### src/rtl/bj_pkg.sv
// Shared blackjack definitions: deck geometry, card field types and the
// rank-to-points rule used by the dealer and the hand scorer.
package bj_pkg;

   localparam int DECK_SIZE = 52;
   localparam int RANKS     = 13;
   localparam int SUITS     = 4;

   typedef logic [5:0] card_idx_t;
   typedef logic [3:0] rank_t;
   typedef logic [1:0] suit_t;
   typedef logic [3:0] points_t;

   typedef enum logic {
      IDLE  = 1'b0,
      PROBE = 1'b1
   } dealer_state_t;

   // Ace counts high here; the hand scorer demotes it to 1 when needed.
   function automatic points_t points_from_rank(input rank_t rank);
      points_t pts;
      if (rank == 4'd1) begin
         pts = 4'd11;
      end else if (rank >= 4'd10) begin
         pts = 4'd10;
      end else begin
         pts = rank;
      end
      return pts;
   endfunction

endpackage

### src/rtl/card_decode.sv
// Combinational card decoder: index 0..51 to rank 1..13, suit 0..3 and
// blackjack points.
module card_decode
   import bj_pkg::*;
(
   input  logic [5:0] idx_i,
   output logic [3:0] rank_o,
   output logic [1:0] suit_o,
   output logic [3:0] points_o
);

   card_idx_t base_s;
   card_idx_t offset_s;

   // Suit by range compare; the offset within the suit is always below 13.
   always_comb begin
      base_s = 6'd0;
      suit_o = 2'd0;
      if (idx_i >= 6'd39) begin
         base_s = 6'd39;
         suit_o = 2'd3;
      end else if (idx_i >= 6'd26) begin
         base_s = 6'd26;
         suit_o = 2'd2;
      end else if (idx_i >= 6'd13) begin
         base_s = 6'd13;
         suit_o = 2'd1;
      end else begin
         base_s = 6'd0;
         suit_o = 2'd0;
      end
      offset_s = idx_i - base_s;
      rank_o   = offset_s[3:0] + 4'd1;
      points_o = points_from_rank(rank_o);
   end

   logic [1:0] unused_offset_s;
   assign unused_offset_s = offset_s[5:4];

endmodule

### src/rtl/card_dealer.sv
// Deals unique cards from one 52-card deck: the random start slot is
// linearly probed past already-dealt cards until a free one is found.
module card_dealer
   import bj_pkg::*;
#(
   parameter int RND_W = 8
) (
   input  logic             CLOCK_50,
   input  logic             reset_n,
   input  logic [RND_W-1:0] rnd,
   input  logic             draw_req,
   input  logic             shuffle_req,
   output logic             card_valid,
   output logic [5:0]       card_idx,
   output logic [3:0]       card_rank,
   output logic [1:0]       card_suit,
   output logic [3:0]       card_points,
   output logic [5:0]       cards_left,
   output logic             deck_empty,
   output logic             busy,
   output logic             draw_err
);

   dealer_state_t state_q;
   logic [51:0]   used_q;
   card_idx_t     ptr_q;
   logic          hit_q;

   logic [7:0]    rnd_ext_d;
   card_idx_t     start_ptr_d;
   card_idx_t     next_ptr_d;
   rank_t         dec_rank_d;
   suit_t         dec_suit_d;
   points_t       dec_points_d;

   // Reduce a byte mod 52 with at most one subtraction of a multiple of 52.
   function automatic card_idx_t mod52(input logic [7:0] v);
      logic [7:0] r;
      if (v >= 8'd208) begin
         r = v - 8'd208;
      end else if (v >= 8'd156) begin
         r = v - 8'd156;
      end else if (v >= 8'd104) begin
         r = v - 8'd104;
      end else if (v >= 8'd52) begin
         r = v - 8'd52;
      end else begin
         r = v;
      end
      return card_idx_t'(r);
   endfunction

   assign rnd_ext_d   = 8'(rnd);
   assign start_ptr_d = mod52(rnd_ext_d);
   assign next_ptr_d  = (ptr_q == 6'd51) ? 6'd0 : ptr_q + 6'd1;

   card_decode u_decode (
      .idx_i    (ptr_q),
      .rank_o   (dec_rank_d),
      .suit_o   (dec_suit_d),
      .points_o (dec_points_d)
   );

   // hit_q adds one delivery cycle so valid, card fields and counters move together.
   always_ff @(posedge CLOCK_50 or negedge reset_n) begin
      if (!reset_n) begin
         state_q     <= IDLE;
         used_q      <= 52'd0;
         ptr_q       <= 6'd0;
         hit_q       <= 1'b0;
         card_valid  <= 1'b0;
         card_idx    <= 6'd0;
         card_rank   <= 4'd0;
         card_suit   <= 2'd0;
         card_points <= 4'd0;
         cards_left  <= 6'd52;
         deck_empty  <= 1'b0;
         busy        <= 1'b0;
         draw_err    <= 1'b0;
      end else begin
         card_valid <= 1'b0;
         draw_err   <= 1'b0;
         case (state_q)
            IDLE: begin
               busy <= 1'b0;
               if (!busy) begin
                  if (shuffle_req) begin
                     used_q     <= 52'd0;
                     cards_left <= 6'd52;
                     deck_empty <= 1'b0;
                  end else if (draw_req) begin
                     if (cards_left == 6'd0) begin
                        draw_err <= 1'b1;
                     end else begin
                        ptr_q   <= start_ptr_d;
                        hit_q   <= 1'b0;
                        busy    <= 1'b1;
                        state_q <= PROBE;
                     end
                  end
               end
            end
            PROBE: begin
               if (hit_q) begin
                  used_q[ptr_q] <= 1'b1;
                  cards_left    <= cards_left - 6'd1;
                  deck_empty    <= (cards_left == 6'd1);
                  card_valid    <= 1'b1;
                  card_idx      <= ptr_q;
                  card_rank     <= dec_rank_d;
                  card_suit     <= dec_suit_d;
                  card_points   <= dec_points_d;
                  hit_q         <= 1'b0;
                  state_q       <= IDLE;
               end else if (used_q[ptr_q]) begin
                  ptr_q <= next_ptr_d;
               end else begin
                  hit_q <= 1'b1;
               end
            end
            default: begin
               state_q <= IDLE;
               busy    <= 1'b0;
               hit_q   <= 1'b0;
            end
         endcase
      end
   end

endmodule

### config.mk
export PLATFORM = sky130hd
export DESIGN_NAME = card_dealer
export DESIGN_NICKNAME = d
export VERILOG_FILES = /design/src/rtl/bj_pkg.sv /design/src/rtl/card_decode.sv /design/src/rtl/card_dealer.sv
export SDC_FILE = /design/constraint.sdc
export NUM_CORES = 1
export LEC_CHECK = 0
export ABC_AREA = 1
export CORE_UTILIZATION = 45
export CTS_CLUSTER_DIAMETER = 40
export DETAILED_ROUTE_END_ITERATION = 8
export DONT_BUFFER_PORTS = 1
export GPL_ROUTABILITY_DRIVEN = 1
export PLACE_DENSITY_LB_ADDON = 0.1
export SLEW_MARGIN = 30
export SYNTH_ARGS = -nofsm -noshare
export SYNTH_HDL_FRONTEND = slang
export SYNTH_SLANG_ARGS = --single-unit
### constraint.sdc
create_clock -name CLOCK_50 -period 2.9 [get_ports CLOCK_50]
set_input_delay 0.58 -clock CLOCK_50 [delete_from_list [all_inputs] [get_ports CLOCK_50]]
set_output_delay 0.58 -clock CLOCK_50 [all_outputs]
set_load 0.1 [all_outputs]
* Yosys cells after proc, flatten, opt, wreduce, memory -nomap -nowiden
Cells that the tools add are included.
Cells by class: add/subtract/negate cells 8, order comparisons 10, equal/unequal tests 11, mux-type cells 56, bitwise gates (word level) 2, reductions and logical operators 6
Operator list (number):
- two-way mux 52 bit | 3
- case mux 52 bit (2 select lines) | 1
- two-way mux 6 bit | 14
- bitwise OR 52 bit | 1
- two-way mux 1 bit | 24
- case mux 6 bit (2 select lines) | 2
- two-way mux 4 bit | 5
- greater-or-equal comparator 8 bit (second input constant) | 2
- != test 2 bit (second input constant) | 6
- subtractor 6 x 5 -> 6 bit (second input constant) | 2
- subtractor 6 bit (second input constant) | 2
- greater-or-equal comparator 8 x 6 -> 1 bit (second input constant) | 1
- greater-or-equal comparator 8 x 7 -> 1 bit (second input constant) | 1
- less-than comparator 6 x 7 -> 1 bit (second input constant) | 1
- adder 6 x 1 -> 6 bit (second input constant) | 1
- binary-select mux 1 bit (select 6 bit) | 1
- demux 1 bit (select 6 bit) | 1
- equality test 6 x 1 -> 1 bit (second input constant) | 1
- equality test 6 bit (second input constant) | 1
- greater-or-equal comparator 6 x 1 -> 1 bit (second input constant) | 1
- greater-or-equal comparator 6 x 4 -> 1 bit (second input constant) | 1
- greater-or-equal comparator 6 x 5 -> 1 bit (second input constant) | 1
- greater-or-equal comparator 6 bit (second input constant) | 1
- logical NOT 6 bit | 1
- 14 further kinds | 18
Storage, ports and cells: bits in registers 86, bits of input ports 12, output and inout port bits 26, logic and storage cells 106

* Depth between registers and ports, before layout
depth in word-level cells 10, mapped depth 20, depth with buffers taken out 19

* Cells and area by module
Synthesis repeated with hierarchy kept, for this count alone.
Second synthesis, totals: cell total of the unflattened synthesis 692, area total of the unflattened synthesis 5018.6 µm²
Modules (own cells, without submodules):
- card_dealer | instances 1, cells each 635, area an instance 4702.0 µm²
- card_decode | instances 1, cells each 57, area an instance 316.6 µm²

* Worst setup path after synthesis
OpenSTA, ideal clock, no wires.
path kind register -> register, start point reg ptr_q[1], end point reg card_points[0], data arrival time 2.908 ns, slack -0.128 ns, cell stages (with the launch flop) 17, period minus slack after synthesis 3.028 ns, path through dfrtp_1 -> inv_2 -> buf_2 -> nor2_1 -> a221oi_1 -> inv_1 -> ha_1 -> inv_1 -> ha_1 -> inv_1 -> fa_1 -> xnor2_1 -> xor2_1 -> xor2_1 -> o21ai_0 -> nand3_1 -> nand2_1
Between the ends: cells in the longest elaborated chain, start to end 9
RTL lines:
- start: declaration | line card_dealer.sv:26 | card_idx_t ptr_q;
- start signal: assignment | line card_dealer.sv:95 | ptr_q <= start_ptr_d;
- start signal: assignment | line card_dealer.sv:116 | ptr_q <= next_ptr_d;
- greater-or-equal comparator 6 x 4 -> 1 bit | line card_decode.sv:25 | end else if (idx_i >= 6'd13) begin
- two-way mux 4 bit | line card_decode.sv:25
- two-way mux 4 bit | line card_decode.sv:22 | end else if (idx_i >= 6'd26) begin
- two-way mux 4 bit | line card_decode.sv:19 | if (idx_i >= 6'd39) begin
- subtractor 4 bit (*) | line card_decode.sv:32 | offset_s = idx_i - base_s;
- adder 4 x 1 -> 4 bit (*) | line card_decode.sv:33 | rank_o = offset_s[3:0] + 4'd1;
- greater-or-equal comparator 4 bit | line bj_pkg.sv:24 | end else if (rank >= 4'd10) begin
- two-way mux 4 bit | line bj_pkg.sv:24
- two-way mux 4 bit (*) | line bj_pkg.sv:22 | if (rank == 4'd1) begin
- end signal: assignment | line card_dealer.sv:112 | card_points <= dec_points_d;
- end: declaration | line card_dealer.sv:17 | output logic [3:0] card_points,
Mark *: on every way between the ends. The rest lies on a longest branch, timed or not. A chain may end at the register's enable or synchronous reset.

* Worst setup path in the final report
start point reg ptr_q[0], end point reg card_points[1]
Same word-level chain as after synthesis.

==> results.md <==
- Of the total power, combinational logic draws 50.6%.
- TritonCTS built the clock tree.
- The clock passes through at most 2 buffers.
- The starting density of the core is 46.7%.
- In this run, CTS created clock tree buffers numbering 9.
- Yosys mapped a number of flops with a built-in enable equal to 0.
- The final clock period utilization by the worst path is 103%.
- The areal power density over the cells is approximately 1200 nW/um2.
- In this run the power spent charging and discharging nets is between 3000 and 4000 uW.
- STA puts the critical path data arrival time at 3.26 ns.
- The total area inside the core boundary comes to between 10,000 and 15,000 um2.
- The type of element capturing the critical path is a flip-flop.
- The share of total power dissipated in sequential elements is between 30% and 40%.
- The critical path in this run is classified as reg -> reg.
- The count of cells in the finished layout, fillers not included, comes to 834.
- In the layout the commonest cells are nand2_1 (216), dfrtp_1 (82), inv_1 (67).
- The synthesis warning total is 0.
- The number of nets in the synthesized netlist is 688.
- The via count is 4,273.
- The leakage power is approximately 0.0028 uW.
- The peak fanout along the critical path is 6.
- The part of the power in the clock network is 12.9%.
- STA puts the critical path data required time at 3.16 ns.
- Internal power comes to 3230 uW.
- The routed wirelength normalized by instance count is roughly 14 um.
- The number of detailed-routing iterations run before antenna repair is 5.
- In this run, synthesis produced a sequential element count of 86.
- The fraction of synthesis flops using an asynchronous set or reset pin is 100%.
- The maximum single-stage delay on the critical path is 0.46 ns.
- The detail route stage leaves a number of antenna-violating nets equal to 0.
- At the pin with the least slew margin, the transition time is 0.916 ns.
- The die span in y is 106 um.
- The sum of buffers and inverters on the critical path is 4.
- The placed wire-length estimate is 7680 um.
- The initial antenna violation count is 0.
- The H-tree generated during clock tree synthesis spans 3 levels.
- The netlist uses 38 different library cells.
- The later pin in the worst-skew pair is clocked with a latency of ~0.36 ns.
- The number of global-route vias before repair is about 4,000.
- The final reports fail on negative setup slack.
- The number of I/O port buffers is 0.
- Summing all flip-flop and latch instances after layout gives 2160 um2.
- The number of max-slew violations in the final report was 0.
- In the synthesized netlist the dominant register cell turns out to be dfrtp_1.
- For this run, the register share of the synthesized area comes to about 44%.
- The post-placement cell count is 797.
- The pin count of the biggest net entering global routing is 84.
- The post-layout net count is 727.
- Summing every instance area after synthesis gives slightly below 5000 um2.
- The filler cells instantiated in the layout total 1,020.
- Setup repair after global routing could not meet its margin everywhere.
- The TritonCTS sink count is 86.
- The cell at the root of the clock tree is clkbuf_8.
- The worst-case headroom to the max-slew limit is 38.9%.
- Once routing completed, OpenROAD measured the worst setup slack at -0.100 ns.
- The global placer's final weighted congestion is roughly 0.84.
- The achievable clock frequency is 333 MHz.
- Setup violations remaining at the end of the flow were counted as 4.
- On the final layout, the worst clock skew is 0.00795 ns.
- The number of standard cells after synthesis is 654.
- The horizontal extent of the die is 106 um.
- The number of diodes added for antenna fixing is 0.
- The largest individual stage delay along the critical path comes from the cell dfrtp_2.
- The clock transition at the register clock pins on the worst setup and hold paths after CTS is 0.09 ns.
- The cell type group with the largest total delay on the critical path is adder cells.
- The signed area change from the synthesized netlist to the final layout is 16.8%.
- The peak supply drop is 0.997 mV.
- Summed over all layers, the routed wires come to 12,000 um.
- The die covers approximately 11,000 um2.
- The proportion of layout cells with a drive suffix above 1 is between 10% and 20%.
- The fraction of power spent switching nets is approximately 52%.
- The tightest min-delay check is of the in -> async type.
- After the first detailed-routing iteration, the DRC count stood at 341.
- Across the run, the number of max-cap violations was 0.
- The cell depth of the worst setup path is 17.
- Leaving out fill and tap cells, the most frequent cell in the layout is nand2_1.
- In this run the core area contains 37 standard-cell rows.
- The global router's overall resource usage is 22.5%.
- Walking the worst path, the cells encountered are inv_2, ha_2, o211ai_1, nand2_1, nand2_1, inv_2, ha_4, inv_2, fa_2, xnor2_2, xor2_2, xor2_2, nor2_1, nand2_1, nand3_1, nand2_1, inv_1.
- Prior to clock tree synthesis, the placed netlist has a worst setup slack of -0.0786 ns.
- The area taken by multi-input logic gates is 2420 um2.
- The number of cell instances on the worst register-to-register path is 17.
- The run finished, with violations left.
- The smallest clock period supported by the final layout is computed as around 3.0 ns.
- The global-route congestion overflow total is 0.
- During I/O placement, the number of pins put on the boundary was 38.
- The detail-routed via count per cell is a little over 5.
- STA classifies the critical path startpoint as a flip-flop.
- The count of endpoints failing hold in the final timing report came to 0.
- In this run the mean area of a mapped cell was 7.44 um2.
- In the routed design, unresolved DRC markers number 0.
- The first global-routing pass estimated 19,900 um of wire.
- The library cell appearing most often on the critical path is nand2_1.
[kinds of logic after synthesis]
| family | Yosys count | synth area share (%) |
|---|---|---|
| simple gates | 323 | 27.3 |
| compound gates | 112 | 12.3 |
| buf+inv | 101 | 8.44 |
| flops | 86 | 44.3 |
| fa+ha+maj | 22 | 5.81 |
| xor+xnor | 9 | 1.62 |
| mux | 1 | 0.206 |
[flip-flops by register name, summed over array words and instances, names as in the netlist]
| name | count |
|---|---|
| used_q | 52 |
| card_idx | 6 |
| cards_left | 6 |
| ptr_q | 6 |
| card_points | 4 |
| card_rank | 4 |
| card_suit | 2 |
| busy | 1 |
| card_valid | 1 |
| deck_empty | 1 |
| draw_err | 1 |
| hit_q | 1 |
| state_q | 1 |
[through the flow]
stage | hold WS, ns | power (uW) | util [%] | cell area (um2) | setup TNS, ns
6_report | 0.0585 | 6770 | 54.5 | 5680 | -0.228
5_1_grt | 0.0320 | 7230 | 54.5 | 5680 | -0.879
4_1_cts | 0.0401 | 6370 | 52.7 | 5490 | -0.0271
3_5_place_dp | 0.286 | 5260 | 49.7 | 5170 | -0.213
3_3_place_gp | 0.286 | 5220 | 49.7 | 5170 | -0.00370
2_1_floorplan | 0.284 | 4430 | - | 4870 | 0
[final timing paths]
path | start | endpoint | slack (ns)
max | ptr_q[0]$_DFFE_PN0P_ | card_points[1]$_DFFE_PN0P_ | -0.10
min reg2reg | used_q[21]$_DFFE_PN0P_ | used_q[21]$_DFFE_PN0P_ | 0.50
max reg2reg | ptr_q[0]$_DFFE_PN0P_ | card_points[1]$_DFFE_PN0P_ | -0.10
min in group CLOCK_50 | draw_req | draw_err$_DFF_PN0_ | 0.39
min | reset_n | cards_left[2]$_DFFE_PN1P_ | 0.06
max in group asynchronous | reset_n | ptr_q[0]$_DFFE_PN0P_ | 2.42
[what timing repair did]
item,CTS,global route
pin swaps,8,11
hold endpoints to repair,83,0
hold buffers,1,0
buffers inserted,11,10
gates resized for setup,4,25
endpoints found under the setup margin,4,5
[final cells by class]
cell class	count	share of cell area, %
inverter	75	4.96
tap	136	3.00
multi-input combinational	467	42.6
clock inverter	4	0.793
clock buffer	12	2.73
timing repair buffer	54	8.00
sequential	86	38.0
[Yosys cell counts (2+ instances only)]
library cell	number	area, um2
or2_2	2	12.5
dfstp_2	3	78.8
buf_1	6	22.5
buf_2	13	65.1
xnor2_1	3	26.3
buf_4	2	15.0
inv_2	3	11.3
nor3_2	4	40.0
o211ai_1	3	22.5
clkbuf_1	4	15.0
o21ai_1	5	25.0
nor2_2	2	12.5
xor2_1	6	52.6
a21oi_1	55	275
a31oi_1	3	18.8
nor2_1	56	210
nand2_1	219	822
inv_1	72	270
ha_1	21	263
nor4_2	3	37.5
nand3_1	27	135
nor3_1	3	15.0
dfrtp_1	83	2080
nand4_1	4	25.0
o21ai_0	39	195
[metal layers]
| metal | wire, um | part of all wire (%) | track usage [%] | vias to the layer above |
|---|---|---|---|---|
| met2 | 5550 | 46 | 34.1 | 93 |
| met3 | 515 | 4.3 | 4.17 | 7 |
| met5 | 0 | 0 | 0 | - |
| li1 | - | - | - | 2145 |
| met1 | 5820 | 49 | 33.1 | 2028 |
| met4 | 111 | 0.93 | 6.05 | 0 |
[power by group through the flow]
stage / Sequential, uW / Combinational [uW] / Clock [uW]
after global placement: 2490 / 2730 / 0
after CTS: 2470 / 3010 / 896
after detailed placement: 2500 / 2760 / 0
after global routing: 2510 / 3770 / 943
final: 2470 / 3420 / 875
after floorplan: 2740 / 1700 / 0
Note: power is estimated with default switching activity, not from simulation.
